$ cat config.mk
export PLATFORM = sky130hd
export DESIGN_NAME = debug_dma_host_seq
export DESIGN_NICKNAME = d
export VERILOG_FILES = /design/src/rtl/debug_dma_host_seq.sv
export SDC_FILE = /design/constraint.sdc
export NUM_CORES = 1
export LEC_CHECK = 0
export CAP_MARGIN = 20
export CORE_ASPECT_RATIO = 1.4
export CORE_MARGIN = 2
export CORE_UTILIZATION = 40
export CTS_BUF_LIST = sky130_fd_sc_hd__clkbuf_16
export CTS_CLUSTER_SIZE = 10
export DETAILED_ROUTE_END_ITERATION = 16
export PLACE_DENSITY = 0.73
export SLEW_MARGIN = 20
export SYNTH_ARGS = -nofsm -noshare
export SYNTH_HDL_FRONTEND = slang
export SYNTH_SLANG_ARGS = --single-unit
$ cat constraint.sdc
create_clock -name gclk -period 5.3 [get_ports gclk]
set_input_delay 1.06 -clock gclk [delete_from_list [all_inputs] [get_ports gclk]]
set_output_delay 1.06 -clock gclk [all_outputs]
set_load 0.005 [all_outputs]
$ cat src/rtl/debug_dma_host_seq.sv
// Host-side sequencer for the debug DMA engine: programs one DMA command, waits for
// that thread's completion, and optionally streams the write-buffer result to the host.
//
// state     | meaning
// ----------+-------------------------------------------------
// IDLE      | ready for a host request
// WR_ADDR   | strobe address/tid into the command interface
// WR_CTRL   | strobe buf_addr/count/op into the command interface
// WAIT_DONE | wait for dma_done from the latched thread
// DRAIN     | read count+1 buffer words and stream them to tx
`timescale 1ns/1ps
module debug_dma_host_seq #(
    parameter int NTHREADIDMSB = 5,
    parameter int DMABUFMSB    = 9
) (
    input  logic                    gclk,
    input  logic                    rst,
    input  logic                    req_valid,
    output logic                    req_ready,
    input  logic [NTHREADIDMSB:0]   req_tid,
    input  logic [29:0]             req_addr,
    input  logic [DMABUFMSB:0]      req_buf_addr,
    input  logic [DMABUFMSB:0]      req_count,
    input  logic                    req_rd,
    output logic [NTHREADIDMSB:0]   cmd_tid,
    output logic [29:0]             cmd_addr,
    output logic                    cmd_addr_parity,
    output logic                    cmd_addr_we,
    output logic [DMABUFMSB:0]      cmd_buf_addr,
    output logic [DMABUFMSB:0]      cmd_count,
    output logic                    cmd_op,
    output logic                    cmd_ctrl_parity,
    output logic                    cmd_ctrl_we,
    input  logic                    dma_done,
    input  logic [NTHREADIDMSB:0]   dma_done_tid,
    output logic [DMABUFMSB:0]      wb_addr,
    output logic                    wb_we,
    input  logic [31:0]             wb_data,
    input  logic                    wb_parity,
    output logic                    tx_valid,
    input  logic                    tx_ready,
    output logic [31:0]             tx_data,
    output logic                    tx_last,
    output logic                    perr,
    output logic                    busy
);

    localparam int CW = DMABUFMSB + 2;

    typedef enum logic [2:0] {IDLE, WR_ADDR, WR_CTRL, WAIT_DONE, DRAIN} state_t;

    state_t                  state_q, state_d;
    logic [NTHREADIDMSB:0]   tid_q;
    logic [29:0]             addr_q;
    logic [DMABUFMSB:0]      buf_q;
    logic [DMABUFMSB:0]      count_q;
    logic                    rd_q;
    logic                    op_q;
    logic                    perr_q;
    logic [DMABUFMSB:0]      rd_ptr_q;
    logic [CW-1:0]           rd_left_q;
    logic [CW-1:0]           tx_left_q;
    logic                    rd_pend_q;
    logic [31:0]             fifo_q [2];
    logic                    fifo_wr_q;
    logic                    fifo_rd_q;
    logic [1:0]              fifo_occ_q;

    logic accept, done_hit, in_drain, issue, pop, push, fifo_pop, last_pop;

    assign accept   = (state_q == IDLE) && req_valid;
    assign done_hit = (state_q == WAIT_DONE) && dma_done && (dma_done_tid == tid_q);
    assign in_drain = (state_q == DRAIN);
    // Reads in flight count against FIFO space so a stalled tx never overflows it.
    assign issue    = in_drain && (rd_left_q != '0) && ((fifo_occ_q + {1'b0, rd_pend_q}) < 2'd2);
    assign tx_valid = in_drain && ((fifo_occ_q != 2'd0) || rd_pend_q);
    assign pop      = tx_valid && tx_ready;
    // A returning word bypasses the FIFO when it is empty and taken immediately.
    assign push     = rd_pend_q && !((fifo_occ_q == 2'd0) && pop);
    assign fifo_pop = pop && (fifo_occ_q != 2'd0);
    assign last_pop = pop && (tx_left_q == CW'(1));

    assign tx_data  = !tx_valid ? 32'h0 :
                      (fifo_occ_q != 2'd0) ? fifo_q[fifo_rd_q] : wb_data;
    assign tx_last  = tx_valid && (tx_left_q == CW'(1));

    assign cmd_tid         = tid_q;
    assign cmd_addr        = addr_q;
    assign cmd_addr_parity = ^addr_q;
    assign cmd_buf_addr    = buf_q;
    assign cmd_count       = count_q;
    assign cmd_op          = op_q;
    assign cmd_ctrl_parity = ^{buf_q, count_q, op_q};
    assign wb_addr         = rd_ptr_q;
    assign wb_we           = 1'b0;
    assign perr            = perr_q;
    assign busy            = !req_ready;

    always_ff @(posedge gclk or posedge rst) begin
        if (rst) state_q <= IDLE;
        else     state_q <= state_d;
    end

    always_comb begin
        state_d     = state_q;
        req_ready   = 1'b0;
        cmd_addr_we = 1'b0;
        cmd_ctrl_we = 1'b0;
        case (state_q)
            IDLE: begin
                req_ready = 1'b1;
                if (req_valid) state_d = WR_ADDR;
            end
            WR_ADDR: begin
                cmd_addr_we = 1'b1;
                state_d     = WR_CTRL;
            end
            WR_CTRL: begin
                cmd_ctrl_we = 1'b1;
                state_d     = WAIT_DONE;
            end
            WAIT_DONE: begin
                if (done_hit) state_d = rd_q ? DRAIN : IDLE;
            end
            DRAIN: begin
                if (last_pop) state_d = IDLE;
            end
            default: state_d = IDLE;
        endcase
    end

    always_ff @(posedge gclk or posedge rst) begin
        if (rst) begin
            tid_q      <= '0;
            addr_q     <= '0;
            buf_q      <= '0;
            count_q    <= '0;
            rd_q       <= 1'b0;
            op_q       <= 1'b0;
            perr_q     <= 1'b0;
            rd_ptr_q   <= '0;
            rd_left_q  <= '0;
            tx_left_q  <= '0;
            rd_pend_q  <= 1'b0;
            fifo_q[0]  <= '0;
            fifo_q[1]  <= '0;
            fifo_wr_q  <= 1'b0;
            fifo_rd_q  <= 1'b0;
            fifo_occ_q <= 2'd0;
        end else begin
            if (accept) begin
                tid_q   <= req_tid;
                addr_q  <= req_addr;
                buf_q   <= req_buf_addr;
                count_q <= req_count;
                rd_q    <= req_rd;
                op_q    <= 1'b1;
                perr_q  <= 1'b0;
            end else if (rd_pend_q && ((^wb_data) != wb_parity)) begin
                perr_q <= 1'b1;
            end

            if (done_hit) begin
                rd_ptr_q  <= buf_q;
                rd_left_q <= {1'b0, count_q} + CW'(1);
                tx_left_q <= {1'b0, count_q} + CW'(1);
            end else begin
                if (issue) begin
                    rd_ptr_q  <= rd_ptr_q + (DMABUFMSB+1)'(1);
                    rd_left_q <= rd_left_q - CW'(1);
                end
                if (pop) tx_left_q <= tx_left_q - CW'(1);
            end

            rd_pend_q <= issue;

            if (push) begin
                fifo_q[fifo_wr_q] <= wb_data;
                fifo_wr_q         <= ~fifo_wr_q;
            end
            if (fifo_pop) fifo_rd_q <= ~fifo_rd_q;
            case ({push, fifo_pop})
                2'b10:   fifo_occ_q <= fifo_occ_q + 2'd1;
                2'b01:   fifo_occ_q <= fifo_occ_q - 2'd1;
                default: fifo_occ_q <= fifo_occ_q;
            endcase
        end
    end

endmodule

### Yosys cells after proc, flatten, opt, wreduce, memory -nomap -nowiden

Cells that the tools add are included.

| word-level totals | value |
|---|---|
| register bits | 163 |
| bits of input ports | 101 |
| output and inout bits | 109 |
| word-level logic and storage cells | 98 |

| cells by class | value |
|---|---|
| add/subtract/negate cells | 7 |
| order comparisons | 4 |
| equal/unequal tests | 12 |
| mux-type cells | 25 |
| bitwise operators | 4 |
| reductions and logical operators | 29 |

Operator list:

| cell | count |
|---|---|
| 32-bit 2-to-1 mux | 6 |
| 64-bit bitwise mux | 1 |
| 11-bit 2-to-1 mux | 4 |
| 32-bit demux with 1-bit select | 1 |
| 32-bit XOR reduction | 1 |
| 30-bit XOR reduction | 1 |
| 11-bit by 1-bit subtractor with 11-bit output, second input constant | 2 |
| 21-bit XOR reduction | 1 |
| 10-bit 2-to-1 mux | 2 |
| 3-bit case mux with 5 select lines | 1 |
| 1-bit logical AND | 14 |
| 3-bit 2-to-1 mux | 4 |
| 10-bit by 1-bit adder with 11-bit output, second input constant | 1 |
| 11-bit by 1-bit == test with 1-bit output, second input constant | 1 |
| 11-bit nonzero test | 1 |
| 10-bit by 1-bit adder with 10-bit output, second input constant | 1 |
| 2-bit nonzero test | 5 |
| 3-bit by 2-bit == test with 1-bit output, second input constant | 2 |
| 6-bit == test | 1 |
| 1-bit 2-to-1 mux | 5 |
| 2-bit greater-or-equal comparator, second input constant | 2 |
| 2-bit != test, second input constant | 2 |
| 1-bit inverter with 2-bit output | 2 |
| 2-bit case mux with 2 select lines | 1 |
| other kinds (17) | 19 |

### Logic depth before layout (Yosys ltp)

| depth | value |
|---|---|
| depth in word-level cells | 9 |
| depth in mapped cells | 9 |
| depth with buffers taken out | 9 |

### Least setup slack after synthesis

Ideal clock, no wire load.

| timing | value |
|---|---|
| kind | register to output |
| start point | register tx_left_q[3] |
| end point | output tx_last |
| arrival time | 1.595 ns |
| required time | 4.240 ns |
| setup slack | 2.645 ns |
| cell stages (with the launch flop) | 6 |
| path buffers | 0 |
| cells stage by stage | dfrtp_1 -> or3_1 -> or4_1 -> nor3_1 -> nand3b_1 -> nor2_1 |

| between the ends | value |
|---|---|
| word-level cells in the longest chain between the ends | 2 |

Ends and longest elaborated chain:

| element | RTL line | source |
|---|---|---|
| start, declared | 62 | `logic [CW-1:0] tx_left_q;` |
| start signal, assigned | 166 | `tx_left_q <= {1'b0, count_q} + CW'(1);` |
| start signal, assigned | 172 | `if (pop) tx_left_q <= tx_left_q - CW'(1);` |
| 11-bit by 1-bit == test with 1-bit output | 85 | `assign tx_last = tx_valid && (tx_left_q == CW'(1));` |
| 1-bit logical AND | 85 |  |
| end, declared | 43 | `output logic tx_last,` |

Every way passes these cells.

### Worst setup path in the final report

Ends and elaborated chain as after synthesis.

==> metrics.txt <==
vias in the first global route 6,837; average routed wire per standard cell around 16 µm; H-tree depth 4; first-pass GRT wire length 34.45 mm; total wire length ~21 mm; fmax roughly 260 MHz; leak pwr a little over 0.005 µW; CTS resizes 0; total CTS buffers 17; Sum Neg Setup Slack 0 ps; unrepaired setup endpoints after global routing false; Synth Warn # 0; Post-Syn Area about 8500 µm²; Max transition margin 29.27%; CP endpoint kind output port; gr usage total between 10% and 20%; met3 WL between 1.5 and 2 mm; largest net degree at the start of global routing 69; initial antenna violation count 0; Die Height 176.4 µm; Post-synth EDFFs 0; TritonCTS clock tree yes; sequential share of the synthesized area 48.05%; Final HPWL DP between 10 and 15 mm; number of I/O pins 210; flops & latches, synth approximately 160; r2r setup slk roughly 2300 ps; syn_area_per_cell roughly 10 µm²; clock buffer depth 2; maximum fanout along the worst path 4; predominant post-synthesis flop cell dfrtp_1; hold path startpoint rd_q; die width between 100 and 150 µm; die area about 22,000 µm²; PortBufs 208; Cell Rows between 60 and 70; crit share post-route ~72%; CTS sink count approximately 160; Cells after Synth approximately 840; Max-Cap Viols 0; Root Driver clkbuf_16; Final Setup Violations 0; share of layout cells above drive strength 1 between 10% and 20%; crit path DAT 2770 ps; core region area 21,050 µm²; DRT iter0 DRCs between 200 and 250; Worst-Skew Late Latency between 400 and 500 ps; largest cells by area after synthesis dfrtp_1, xnor2_1, nand2_1; asr flop ratio synth 100.0%; WL met1 roughly 8.6 mm; initial core utilization between 40% and 50%; # DRC 0; Peak VDD IR ~0.00018 V; status finished clean; vias per cell 5.031; CP Launch Point tx_left_q[3]; max layer used met4; met2 routed WL 10.47 mm; final hold vios 0; Clock Skews 8.932 ps; area grow syn2layout 34.46%; Slew @ Worst Pin around 1100 ps; Worst Hold Class reg -> reg; pwr/cell area 247.2 nW/µm²; cts hold-fix bufs 0; Vias around 6,600; Synthesized Nets 955; Post-CTS Repair Setup Buffers 0; min Tclk post-route approximately 3800 ps; Synth top area share between 40% and 50%; grt total ovfl 0; number of library cell types mapped by synthesis 51; Worst-path clk slew 60 ps; critical path startpoint category flip-flop; Routed Antenna Nets 0; GPL Wtd Cong ~0.83; cell taking the most area after synthesis dfrtp_1; final core utilization approximately 54%; Layout Nets ~1,100; drt pass-1 iters 4; CP Data Required Time between 4000 and 5000 ps; Inserted Diodes 0; worst r2r src fifo_occ_q[0]; WHS ~480 ps; CP Class reg -> out; Final Max Tran Viols 0
## state kept, by name, indices dropped and copies added (netlist names)
register,cells
rd_pend_q,1
tx_left_q,11
cmd_buf_addr,10
fifo_occ_q,2
perr,1
cmd_addr,30
rd_q,1
fifo_q,64
fifo_rd_q,1
cmd_count,10
fifo_wr_q,1
cmd_op,1
wb_addr,10
state_q,3
rd_left_q,11
cmd_tid,6
## cells in the final DEF, fill, tap and decap left out, drive strengths merged, types with 17 or more instances in the layout
cell,instances
xor2,20
a21oi,26
nand2,190
clkdlybuf4s50,208
mux2,64
a211oi,33
xnor2,91
clkbuf,17
nor2,62
dfrtp,163
mux2i,35
## metrics by stage
step	power [µW]	std cells	area [µm²]	setup WS (ps)
floorplan	1481	843	8493	2169
finish	2821	1310	11410	1471
global route	2949	1310	11410	1322
global placement	1614	1278	10830	1672
CTS	2863	1310	11410	1468
detailed placement	1620	1278	10830	1678
## metal layers
metal  up-vias  global-route usage [%]
li1       3220                       -
met1      3141                   22.36
met2       209                   34.09
met3        20                   6.061
met4         0                   6.044
met5         -                       0
## critical path: stages, from the launching register on
cell             delay [ps]
dfrtp_1                 400
or3_1                   430
or4_1                   490
nor3_1                  220
nand3b_1                170
nor2_1                  110
clkdlybuf4s50_1         530
## cells in the mapped netlist, types with 3 or more instances
cell type / number
nor3_1: 12
a221o_1: 5
nand2_1: 190
nand3_1: 10
inv_1: 10
a211oi_1: 33
a21oi_1: 26
mux2_2: 63
ha_1: 11
or3_1: 5
nor2b_1: 3
mux2i_1: 35
and2_1: 4
xnor2_1: 91
o21ai_0: 11
nor2_1: 60
dfrtp_1: 163
and3_1: 9
nor3b_1: 4
clkbuf_1: 24
xor2_1: 20
nor4_1: 7
buf_2: 6
buf_1: 8
## final timing paths
path                       depth (start not counted)          to
min reg2reg                                        2        rd_q
max in group asynchronous                          3   fifo_rd_q
max reg2reg                                        6  fifo_q[45]
min                                                2        rd_q
min in group asynchronous                          2  fifo_q[31]
max                                                6     tx_last
## kinds of logic after synthesis
group | Yosys count | share of synthesized area [%]
and+or+nand+nor | 320 | 16.65
buffers and inverters | 52 | 2.579
other | 1 | 0.04417
adders and majority gates | 11 | 1.621
muxes | 99 | 12.62
xor gates and xnor gates | 112 | 11.72
AOI/OAI and AO/OA | 85 | 6.721
DFF | 163 | 48.05
## area by class of cell
cell class | count | area, µm²
fill | 1835 | 9632
multi-input combinational | 628 | 4212
sequential | 163 | 4080
timing repair buffer | 217 | 2175
clock buffer | 17 | 425.4
tap | 260 | 325.3
clock inverter | 15 | 156.4
inverter | 10 | 41.29
## power breakdown
part	leakage, µW	switching, µW	total [µW]	internal, µW
logic	0.00259	127	286	160
registers	0.00223	36.1	1310	1270
clock network	0.000279	526	1220	698
No activity file was read; power rests on OpenSTA's default activity.
